## src/rtl/shot_clock_display.sv

```systemverilog
// rtl/shot_clock_display.sv - shot-clock output stage: multiplexed 2-digit 7-seg scan and alarm beeper
module shot_clock_display #(
  parameter int SCAN_DIV   = 4,
  parameter int BEEP_ON    = 8,
  parameter int BEEP_OFF   = 8,
  parameter int BEEP_COUNT = 3
) (
  input  logic       cp,
  input  logic       rest,
  input  logic [3:0] timerH,
  input  logic [3:0] timerL,
  input  logic       alarm,
  output logic [6:0] seg,
  output logic [1:0] dig,
  output logic       buzzer,
  output logic       busy
);

  localparam int DIV_W   = $clog2(SCAN_DIV);
  localparam int CNT_MAX = (BEEP_ON > BEEP_OFF) ? BEEP_ON : BEEP_OFF;
  localparam int CNT_W   = (CNT_MAX > 1) ? $clog2(CNT_MAX) : 1;
  localparam int N_W     = $clog2(BEEP_COUNT + 1);

  localparam logic [DIV_W-1:0] DIV_LAST = DIV_W'(SCAN_DIV - 1);
  localparam logic [CNT_W-1:0] ON_LAST  = CNT_W'(BEEP_ON - 1);
  localparam logic [CNT_W-1:0] OFF_LAST = CNT_W'(BEEP_OFF - 1);
  localparam logic [N_W-1:0]   N_LAST   = N_W'(BEEP_COUNT - 1);

  typedef enum logic [1:0] {ST_IDLE, ST_ON, ST_OFF} beep_t;

  logic [3:0]       h_q, l_q;
  logic             alarm_q, alarm_d;
  logic [DIV_W-1:0] div;
  logic             sel;
  logic             wrap, sel_n;
  logic [3:0]       shown;
  logic [6:0]       seg_n;
  beep_t            state, state_n;
  logic [CNT_W-1:0] cnt, cnt_n;
  logic [N_W-1:0]   n, n_n;

  function automatic logic [6:0] dec7(input logic [3:0] v);
    logic [6:0] s;
    case (v)
      4'd0:    s = 7'h3F;
      4'd1:    s = 7'h06;
      4'd2:    s = 7'h5B;
      4'd3:    s = 7'h4F;
      4'd4:    s = 7'h66;
      4'd5:    s = 7'h6D;
      4'd6:    s = 7'h7D;
      4'd7:    s = 7'h07;
      4'd8:    s = 7'h7F;
      4'd9:    s = 7'h6F;
      default: s = 7'h40;
    endcase
    return s;
  endfunction

  always_ff @(posedge cp or posedge rest) begin
    if (rest) begin
      h_q     <= 4'd0;
      l_q     <= 4'd0;
      alarm_q <= 1'b0;
      alarm_d <= 1'b0;
    end else begin
      h_q     <= timerH;
      l_q     <= timerL;
      alarm_q <= alarm;
      alarm_d <= alarm_q;
    end
  end

  // The new digit's segments load on the same edge as its enable, so the slot is never stale.
  assign wrap  = (div == DIV_LAST);
  assign sel_n = wrap ? ~sel : sel;

  always_comb begin
    shown = sel_n ? h_q : l_q;
    seg_n = (sel_n && (h_q == 4'd0)) ? 7'h00 : dec7(shown);
  end

  always_ff @(posedge cp or posedge rest) begin
    if (rest) begin
      div <= '0;
      sel <= 1'b0;
      dig <= 2'b00;
      seg <= 7'h00;
    end else begin
      div <= wrap ? '0 : div + 1'b1;
      sel <= sel_n;
      if (wrap) begin
        dig <= sel_n ? 2'b10 : 2'b01;
        seg <= seg_n;
      end else if (dig != 2'b00) begin
        seg <= seg_n;
      end
    end
  end

  always_ff @(posedge cp or posedge rest) begin
    if (rest) begin
      state <= ST_IDLE;
      cnt   <= '0;
      n     <= '0;
    end else begin
      state <= state_n;
      cnt   <= cnt_n;
      n     <= n_n;
    end
  end

  // Dropping alarm aborts the pattern; only a fresh rising edge restarts it.
  always_comb begin
    state_n = state;
    cnt_n   = cnt;
    n_n     = n;
    case (state)
      ST_IDLE: begin
        if (alarm_q && !alarm_d) begin
          state_n = ST_ON;
          cnt_n   = '0;
          n_n     = '0;
        end
      end
      ST_ON: begin
        if (!alarm_q) begin
          state_n = ST_IDLE;
        end else if (cnt == ON_LAST) begin
          cnt_n   = '0;
          state_n = (n < N_LAST) ? ST_OFF : ST_IDLE;
        end else begin
          cnt_n = cnt + 1'b1;
        end
      end
      ST_OFF: begin
        if (!alarm_q) begin
          state_n = ST_IDLE;
        end else if (cnt == OFF_LAST) begin
          cnt_n   = '0;
          n_n     = n + 1'b1;
          state_n = ST_ON;
        end else begin
          cnt_n = cnt + 1'b1;
        end
      end
      default: state_n = ST_IDLE;
    endcase
  end

  always_comb begin
    buzzer = (state == ST_ON);
    busy   = (state != ST_IDLE);
  end

endmodule
```

## config.mk

```make
export PLATFORM = sky130hd
export DESIGN_NAME = shot_clock_display
export DESIGN_NICKNAME = d
export VERILOG_FILES = /design/src/rtl/shot_clock_display.sv
export SDC_FILE = /design/constraint.sdc
export NUM_CORES = 1
export LEC_CHECK = 0
export CELL_PAD_IN_SITES_DETAIL_PLACEMENT = 0
export CELL_PAD_IN_SITES_GLOBAL_PLACEMENT = 2
export CORE_MARGIN = 2
export CORE_UTILIZATION = 31
export CTS_BUF_LIST = sky130_fd_sc_hd__clkbuf_16
export DETAILED_ROUTE_END_ITERATION = 16
export PLACE_DENSITY_LB_ADDON = 0.1
export SETUP_SLACK_MARGIN = 0.2
export SKIP_CTS_REPAIR_TIMING = 1
export SYNTH_ARGS = -nofsm -noshare
export SYNTH_HDL_FRONTEND = slang
export SYNTH_SLANG_ARGS = --single-unit
```

## constraint.sdc

```tcl
create_clock -name cp -period 1.85 [get_ports cp]
set_input_delay 0.37 -clock cp [delete_from_list [all_inputs] [get_ports cp]]
set_output_delay 0.37 -clock cp [all_outputs]
set_load 0.01 [all_outputs]
```

==> impl_metrics.ini, run 1 <==
[timing]
grt_setup_unrepaired = true
fmax_mhz = 552
drv_slew = 0
setup_viol = 0
tightest_slew_ns = 0.472
min_period_ns = 1.81
hold_viol = 0
whs_ns = 0.462
fin_crit_sh_pct = 97.9
clock-skew-final_ns = 0.00344
tns_ns = 0
relSlewSlack_pct = 68.3

[critical_path]
timing.critical_path.required_ns = 2.04
cp-end-kind = register
rrSetupSlack_ns = 0.04
ff2ff_path_depth = 9
slowest_stage = dfrtp_1
cp_slowest_stage_delay_ns = 0.40
arrival_ns = 2.01
crit_chain = ha_4, xnor2_4, inv_4, nand2_2, and2_4, inv_4, ha_4, mux2i_1, a2bb2oi_1
path_class = reg2reg
critPathMaxFanout = 9
cp-start-kind = register

[cells_and_area]
area_growth_pct = 36.2
antennaDiodeCount = 0
fin_area_um2 = 2020
mostFrequentLayoutCells = dfrtp_1 (29), clkdlybuf4s50_1 (19), nand2_1 (11)
drive_above_1_share_pct = 23.8
nNetsFinal = 181
final_common_cell = dfrtp_1
nFillCells = 436
fin_cells = 214

[clock_network]
clock-sinks = 29
cts_tree = built
clockRootBuffer = clkbuf_16
cts_max_level = 2
clk_pin_slew_ns = 0.05
cts-buffers-inserted = 5
clock_path_buffers = 2
clkLatencyLatePin_ns = 0.27

[detailed_routing]
drc_errors = 0
wirelength_um = 2820
drtIter0Drc = 60
vias = 1032
viasPerCell = 4.82
ant_nets = 0
first_pass_iters = 4
routedWlPerCell_um = 13.2

[floorplanning]
ioPinCount = 22
fp.dieH_um = 73.1
fp-row-count = 25
initial_core_util_pct = 31.8
core_um2 = 4660
dieArea_um2 = 5350
die_w_um = 73.1

[placed_design]
placed_area_um2 = 1810
io_buffers = 21
hpwl_um = 2030
dp.cells = 204
place_congestion = 0.787

[grt]
track_usage_pct = 12.6
antenna_found_initial = 0
grt_max_degree = 30
overflow = 0
grt_pass1_wl_um = 4970
grt_pass1_vias = 1072

[power_and_ir_drop]
swShare_pct = 28.6
power.leakage_nw = 0.873
p_seq_share_pct = 36.9
p_comb_share_pct = 27.1
internal_power_mw = 1.50
pwr-share-clk_pct = 36.0
p_per_area_nw_per_um2 = 1040
power_switching_mw = 0.601
peakVddDrop_mv = 0.698

[synthesis]
yosysWarnings = 0
synth.avg_cell_area_um2 = 11.6
seq_area_frac_synth_pct = 49.0
syn_area_um2 = 1480
synthDistinctLibCells = 34
synth_seq_cells = 29
synthesis.instances = 128
syn_nets = 150

[run_status]
outcome = finished, final reports clean

[hold_path]
holdCritPathClass = in2async

[run]
max-cap-violations = 0
[area by class of cell]
cell class	count	area (um^2)	area share [%]
Clock inverter	3	12.5	0.620
Sequential cell	29	726	36.0
Multi-Input combinational cell	87	792	39.2
Inverter	10	42.5	2.11
Tap cell	54	67.6	3.35
Clock buffer	5	125	6.20
Timing Repair Buffer	26	253	12.5
[cell usage after synthesis (all sizes together)]
| cell | number | area [um^2] |
|---|---|---|
| and3 | 2 | 12.5 |
| o211ai | 2 | 15.0 |
| nand2 | 14 | 52.6 |
| nor2 | 5 | 18.8 |
| o31ai | 2 | 15.0 |
| o2111ai | 1 | 8.76 |
| o22ai | 1 | 6.26 |
| xnor2 | 1 | 27.5 |
| o21a | 1 | 7.51 |
| nand3b | 6 | 45.0 |
| nor4 | 1 | 6.26 |
| mux2i | 8 | 105 |
| a32oi | 1 | 8.76 |
| nor2b | 3 | 18.8 |
| nor3 | 3 | 20.0 |
| a21oi | 2 | 10.0 |
| buf | 2 | 31.3 |
| mux2 | 3 | 33.8 |
| ha | 11 | 138 |
| o21ai | 6 | 33.8 |
| a22o | 4 | 35.0 |
| dfrtp | 29 | 726 |
| inv | 10 | 40.0 |
| nand2b | 3 | 18.8 |
| a2bb2oi | 2 | 17.5 |
| and2 | 2 | 12.5 |
| nand3 | 2 | 10.0 |
| a22oi | 1 | 7.51 |
[worst paths after layout]
kind	start	endpoint
setup / recovery	div[0]$_DFF_PP0_	seg[3]$_DFFE_PP0P_
hold / removal	rest	div[1]$_DFF_PP0_
setup reg to reg	div[0]$_DFF_PP0_	seg[3]$_DFFE_PP0P_
hold reg to reg	div[0]$_DFF_PP0_	div[0]$_DFF_PP0_
max in group asynchronous	rest	seg[4]$_DFFE_PP0P_
min in group cp	div[0]$_DFF_PP0_	div[0]$_DFF_PP0_
[worst max-delay path: cells and delay by family, from the launching register on]
family | cells | cell delay, ns
buffers and inverters | 2 | 0.16
xor gates and xnor gates | 1 | 0.27
muxes | 1 | 0.15
adders and majority gates | 2 | 0.36
DFF | 1 | 0.40
AOI/OAI and AO/OA | 1 | 0.16
and+or+nand+nor | 2 | 0.24
[cell families after synthesis]
group,Yosys count,share of synthesized area (%)
compound gates,23,11.1
xor+xnor,1,1.86
fa+ha+maj,11,9.29
buf+inv,12,4.81
flops,29,49.0
mux,11,9.37
simple gates,41,14.5
[power by group through the flow]
stage | Sequential, mW | Combinational [mW] | Clock (mW)
6_report | 0.776 | 0.570 | 0.756
5_1_grt | 0.784 | 0.651 | 0.808
4_1_cts | 0.775 | 0.492 | 0.772
3_5_place_dp | 0.785 | 0.484 | 0
3_3_place_gp | 0.781 | 0.488 | 0
2_1_floorplan | 0.776 | 0.324 | 0
[through the flow]
| stage | setup WS, ns | total power [mW] | utilization (%) |
|---|---|---|---|
| 2_1_floorplan | 0.0258 | 1.10 | - |
| 3_3_place_gp | 0.0522 | 1.27 | 38.9 |
| 3_5_place_dp | 0.00660 | 1.27 | 38.9 |
| 4_1_cts | -0.154 | 2.04 | 41.9 |
| 5_1_grt | -0.115 | 2.24 | 43.3 |
| 6_report | 0.0380 | 2.10 | 43.3 |
[flip-flops by register name, summed over array words and instances, names as in the netlist, 2 cells and up]
name,count
dig,2
cnt,3
seg,7
l_q,4
h_q,4
state,2
n,2
div,2
[routing by layer]
| metal | global-route usage (%) | wire (um) |
|---|---|---|
| met5 | 0 | 0 |
| met4 | 6.79 | 65 |
| met3 | 3.73 | 73 |
| met2 | 19.7 | 1420 |
| met1 | 15.5 | 1260 |
Power figures use the tool's default switching activity.
==> run 2, diff against run 1 <==
- HOLD_SLACK_MARGIN: default -> 0.15
==> results of run 2 <==
The final DEF is identical to that of run 1; final timing and power are the same.
